$ cat src/rtl/instr_prefetch.sv
// Instruction prefetch queue: runs ahead of decode, fetching program words
// over a single-outstanding req/ack port into a DEPTH-entry queue.
// The head of the queue is presented to decode over valid/ready.
// A redirect flushes the queue and moves the fetch pointer. A read that is
// still in flight at that moment completes, and its data is dropped.
module instr_prefetch #(
  parameter int unsigned               WORD_WIDTH = 32'd16,
  parameter int unsigned               ADDR_WIDTH = 32'd16,
  parameter int unsigned               DEPTH      = 32'd4,
  parameter logic [ADDR_WIDTH-1:0]     RESET_ADDR = '0,
  parameter int unsigned               TRACE      = 32'd0
) (
  input  logic                  clk,
  input  logic                  rst_n,
  output logic                  mem_req,
  output logic [ADDR_WIDTH-1:0] mem_addr,
  input  logic                  mem_ack,
  input  logic [WORD_WIDTH-1:0] mem_data,
  output logic [WORD_WIDTH-1:0] instr,
  output logic [ADDR_WIDTH-1:0] instr_pc,
  output logic                  instr_valid,
  input  logic                  instr_ready,
  input  logic                  redirect,
  input  logic [ADDR_WIDTH-1:0] redirect_addr
);

  localparam int unsigned PTR_W = $clog2(DEPTH);
  localparam int unsigned CNT_W = PTR_W + 32'd1;
  localparam logic [CNT_W-1:0]      DEPTH_C  = CNT_W'(DEPTH);
  localparam logic [ADDR_WIDTH-1:0] ADDR_ONE = {{(ADDR_WIDTH-1){1'b0}}, 1'b1};

  // Queue storage: data word and its address per entry.
  logic [WORD_WIDTH-1:0] word_mem_q [DEPTH];
  logic [ADDR_WIDTH-1:0] pc_mem_q   [DEPTH];

  logic [PTR_W-1:0]      wr_ptr_q, wr_ptr_d;
  logic [PTR_W-1:0]      rd_ptr_q, rd_ptr_d;
  logic [CNT_W-1:0]      count_q, count_d;
  logic [ADDR_WIDTH-1:0] fp_q, fp_d;
  logic                  mem_req_q, mem_req_d;
  logic [ADDR_WIDTH-1:0] mem_addr_q, mem_addr_d;
  logic                  discard_q, discard_d;
  logic [WORD_WIDTH-1:0] instr_q, instr_d;
  logic [ADDR_WIDTH-1:0] instr_pc_q, instr_pc_d;
  logic                  instr_valid_q, instr_valid_d;

  logic                  ack_s;
  logic                  hold_s;
  logic                  push_s;
  logic                  pop_s;
  logic [CNT_W-1:0]      remain_s;
  logic                  unused_trace_s;

  // The trace option only affects simulation output; it has no hardware effect.
  assign unused_trace_s = (TRACE != 32'd0);

  // An ack only counts while a request is outstanding; a late ack is ignored.
  assign ack_s  = mem_req_q & mem_ack;
  assign hold_s = mem_req_q & ~mem_ack;
  assign push_s = ack_s & ~discard_q & ~redirect;
  assign pop_s  = instr_valid_q & instr_ready & ~redirect;

  // Next-state for the queue, fetch pointer, request port and the registered head.
  always_comb begin
    wr_ptr_d      = wr_ptr_q;
    rd_ptr_d      = rd_ptr_q;
    count_d       = count_q;
    fp_d          = fp_q;
    discard_d     = discard_q;
    instr_d       = instr_q;
    instr_pc_d    = instr_pc_q;
    instr_valid_d = instr_valid_q;
    mem_req_d     = mem_req_q;
    mem_addr_d    = mem_addr_q;
    remain_s      = count_q - {{(CNT_W-1){1'b0}}, pop_s};

    if (redirect) begin
      // Flush everything. A read still in flight is marked for discard.
      wr_ptr_d      = '0;
      rd_ptr_d      = '0;
      count_d       = '0;
      fp_d          = redirect_addr;
      instr_valid_d = 1'b0;
      discard_d     = hold_s;
    end else begin
      count_d   = remain_s + {{(CNT_W-1){1'b0}}, push_s};
      rd_ptr_d  = rd_ptr_q + PTR_W'(pop_s);
      wr_ptr_d  = wr_ptr_q + PTR_W'(push_s);
      fp_d      = push_s ? (fp_q + ADDR_ONE) : fp_q;
      discard_d = ack_s ? 1'b0 : discard_q;
      instr_valid_d = (count_d != '0);
      // The head after the edge is an older entry if any survive the pop.
      // Otherwise it is the word arriving now.
      if (remain_s != '0) begin
        instr_d    = word_mem_q[rd_ptr_d];
        instr_pc_d = pc_mem_q[rd_ptr_d];
      end else if (push_s) begin
        instr_d    = mem_data;
        instr_pc_d = fp_q;
      end else begin
        instr_d    = instr_q;
        instr_pc_d = instr_pc_q;
      end
    end

    // One outstanding read. A request slot is reserved, so a push always fits.
    if (hold_s) begin
      mem_req_d  = 1'b1;
      mem_addr_d = mem_addr_q;
    end else begin
      mem_req_d  = (count_d != DEPTH_C);
      mem_addr_d = fp_d;
    end
  end

  // Control and output registers with asynchronous reset.
  always_ff @(posedge clk or negedge rst_n) begin
    if (!rst_n) begin
      wr_ptr_q      <= '0;
      rd_ptr_q      <= '0;
      count_q       <= '0;
      fp_q          <= RESET_ADDR;
      mem_req_q     <= 1'b0;
      mem_addr_q    <= RESET_ADDR;
      discard_q     <= 1'b0;
      instr_q       <= '0;
      instr_pc_q    <= '0;
      instr_valid_q <= 1'b0;
    end else begin
      wr_ptr_q      <= wr_ptr_d;
      rd_ptr_q      <= rd_ptr_d;
      count_q       <= count_d;
      fp_q          <= fp_d;
      mem_req_q     <= mem_req_d;
      mem_addr_q    <= mem_addr_d;
      discard_q     <= discard_d;
      instr_q       <= instr_d;
      instr_pc_q    <= instr_pc_d;
      instr_valid_q <= instr_valid_d;
    end
  end

  // Queue storage write; entries are only meaningful while counted.
  always_ff @(posedge clk) begin
    if (push_s) begin
      word_mem_q[wr_ptr_q] <= mem_data;
      pc_mem_q[wr_ptr_q]   <= fp_q;
    end
  end

  assign mem_req     = mem_req_q;
  assign mem_addr    = mem_addr_q;
  assign instr       = instr_q;
  assign instr_pc    = instr_pc_q;
  assign instr_valid = instr_valid_q;

endmodule

$ cat config.mk
export PLATFORM = sky130hd
export DESIGN_NAME = instr_prefetch
export DESIGN_NICKNAME = d
export VERILOG_FILES = /design/src/rtl/instr_prefetch.sv
export SDC_FILE = /design/constraint.sdc
export NUM_CORES = 1
export LEC_CHECK = 0
export BUFFER_PORTS_ARGS = -buffer_cell sky130_fd_sc_hd__buf_2
export CAP_MARGIN = 30
export CORE_MARGIN = 3
export CORE_UTILIZATION = 40
export DETAILED_ROUTE_END_ITERATION = 8
export PLACE_DENSITY = 0.67
export SLEW_MARGIN = 15
export SYNTH_ARGS = -nofsm -noshare
export SYNTH_HDL_FRONTEND = slang
export SYNTH_SLANG_ARGS = --single-unit
export TNS_END_PERCENT = 20
$ cat constraint.sdc
create_clock -name clk -period 3.4 [get_ports clk]
set_input_delay 0.68 -clock clk [delete_from_list [all_inputs] [get_ports clk]]
set_output_delay 0.68 -clock clk [all_outputs]
set_load 0.02 [all_outputs]
==> results_dict.tcl <==
set metrics [dict create \
    vias 6299 \
    cp_cell_sequence "buf_2 > and4bb_1 > ha_1 > a21boi_0 > and4bb_1 > nor3b_4 > buf_4 > a22oi_1 > o31ai_1" \
    ios 87 \
    routedWlPerCell_um 19.4 \
    rr_worst_depth 8 \
    syn_area_sq_um 8760 \
    gp_congestion 0.781 \
    ys_ff_latch 202 \
    clk_latency_ps 490 \
    setup_violations 0 \
    start_kind "primary input" \
    crit_family "buffers and inverters" \
    drive_gt1_share_pct 19.8 \
    slew_headroom_pct 43.1 \
    p_leak_nw 3.80 \
    multi_input_area_sq_um 2850 \
    ys.flop_type "edfxtp_1" \
    crit_path_top_delay_cell "buf_4" \
    path_max_fanout 32 \
    drt_iter0_markers 423 \
    first_pass_iters 5 \
    design.die.area_sq_um 23700 \
    grt_pass1_wl_mm 34.5 \
    grt_max_degree 54 \
    synthCells 739 \
    r2r-start "instr_valid" \
    rsz0062_at_grt "no" \
    cts_sinks 202 \
    cts_setup_buffers 0 \
    routed_wl_mm 21.5 \
    cts_root_buffer "clkbuf_16" \
    tritoncts "yes" \
    final_common_cell "edfxtp_1" \
    crit_required_ps 3790 \
    synth_edf_count 128 \
    fillers 1875 \
    ant_nets 0 \
    finalNonFillerCells 1108 \
    synth-seq-area-share_pct 65.0 \
    antenna_found_initial 0 \
    overflow 0 \
    drc 0 \
    io_buffers 86 \
    core_area_sq_um 21300 \
    dp_cells 1068 \
    regArea_sq_um 5700 \
    htree_levels 1 \
    start_util_pct 41.2 \
    avgSynthCellArea_sq_um 11.9 \
    max_stage_delay_ps 420 \
    path_clk_slew_ps 60 \
    viasPerCell 5.69 \
    crit_buf_inv 2 \
    clockBufferDepth 3 \
    yosys_warnings 0 \
    r2r-end "instr_pc[2]" \
    ir_drop_v 0.000357 \
    area_growth_pct 16.7 \
    status "complete, no violations" \
    critical_path_arrival_ps 2810 \
    power_density_nw_per_um2 661 \
    die_w_um 154 \
    crit_path_end_kind "flop" \
    async_flop_share_pct 36.6 \
    period_needed_ps 2410 \
    crit_top_cell "and4bb_1" \
    hpwl_mm 13.0 \
    final_cell_mix "edfxtp_1, nor3_1, nor2_1, buf_2, dfrtp_1" \
    layout.nets 859 \
    routed.top_layer "met4" \
    grt_use_total_pct 17.9 \
    min_path_type "primary input to async pin" \
    wl_met1_mm 9.60 \
    max_freq_mhz 414 \
    cts_made_buffers 22 \
    synth_cell_types 49 \
    grt_pass1_vias 6465 \
    met3_length_mm 1.61 \
    postCtsHoldBufs 0 \
    final.period_utilization_pct 71.0 \
    num_rows 53 \
    r2r_setup_slack_ps 1020 \
    final_hold_viol_count 0 \
    route.met2.wl_mm 9.88 \
    synth_fp_nets 781 \
    num_antenna_cells 0 \
    final_max_slew_viol_count 0 \
    worst_hold_slack_ps 242 \
    fp.dieH_um 154 \
    fin_skew_ps 5.50 \
    maxCapViolCount 0 \
    worst_slew_pin_slew_ps 853 \
    ctsResizeCount 0 \
    worst-setup-path-type "primary input to flop" \
]
-- where the power goes --
part	total, mW	switching [mW]	internal (mW)
clock network	2.26	0.935	1.33
logic	1.37	0.872	0.499
registers	3.13	0.217	2.91
total	6.76	2.02	4.74
-- worst max path at each step --
stage,from,to,slack [ps],cells after the start
2_1_floorplan,redirect,pc_mem_q[0][0],-190,2
3_3_place_gp,redirect,instr_pc[4],620,9
5_1_grt,redirect,instr_pc[15],770,9
4_1_cts,redirect,instr_pc[10],970,9
6_report,redirect,instr_pc[2],990,9
3_5_place_dp,redirect,instr[15],540,9
-- state kept, by name, indices dropped and copies added, names as in the netlist --
signal	count
count_q	3
mem_req	1
mem_addr	16
fp_q	16
discard_q	1
instr_pc	16
wr_ptr_q	2
word_mem_q	64
instr	16
pc_mem_q	64
instr_valid	1
rd_ptr_q	2
-- worst register-to-register path, stage by stage (launching register included) --
cell and delay [ps]:
dfrtp_1 430, and4bb_1 240, ha_1 290, a21boi_0 200
and4bb_1 260, nor3b_4 180, buf_4 420, a22oi_1 150
o31ai_1 110
-- cells in the mapped netlist (3+ instances only) --
cell type	instances	area, sq um
o31ai_1	35	263
edfxtp_1	128	3840
dfrtp_1	74	1850
nor2_1	111	417
nor2b_1	9	56.3
buf_2	12	60.1
nand2_1	28	105
nand3b_1	4	30.0
buf_1	5	18.8
clkbuf_1	38	143
o211ai_1	32	240
inv_1	6	22.5
xnor2_1	11	96.3
o21ai_0	5	25.0
mux2_2	10	113
nand3_1	6	30.0
ha_1	5	62.6
a22oi_1	32	240
nor4_1	3	18.8
nor3_1	127	636
xor2_1	7	61.3
a21oi_1	5	25.0
nand4_1	4	25.0
a221o_1	4	40.0
and3_1	7	43.8
-- final cells by class --
type / instances / share of cell area, %
tap: 275 / 3.37
timing repair buffer: 110 / 6.12
multi-input combinational: 475 / 27.8
inverter: 6 / 0.220
sequential: 202 / 55.7
clock buffer: 26 / 5.84
clock inverter: 14 / 0.906
-- stage by stage --
step | TNS [ps] | setup WS, ps | power (mW) | instance area [sq um] | utilization, %
4_1_cts | 0 | 974 | 6.83 | 10200 | 48.0
3_3_place_gp | 0 | 625 | 4.53 | 9530 | 44.8
2_1_floorplan | -6030 | -189 | 4.01 | 8770 | -
3_5_place_dp | 0 | 540 | 4.56 | 9530 | 44.8
6_report | 0 | 985 | 6.76 | 10200 | 48.0
5_1_grt | 0 | 767 | 7.07 | 10200 | 48.0
-- metal layers --
metal,global-route usage [%],up-vias
li1,-,2920
met1,25.3,3101
met2,28.4,246
met3,3.35,32
met4,5.00,0
met5,0,-
-- cells by family after synthesis --
family | share of synthesized area (%)
multiplexers | 1.64
XOR/XNOR | 1.80
AND/OR/NAND/NOR | 17.7
buffers and inverters | 2.84
flip-flops | 65.0
adder cells (fa/ha/maj) | 0.714
AO/OA/AOI/OAI | 10.3
No activity file was read; power rests on OpenSTA's default activity.
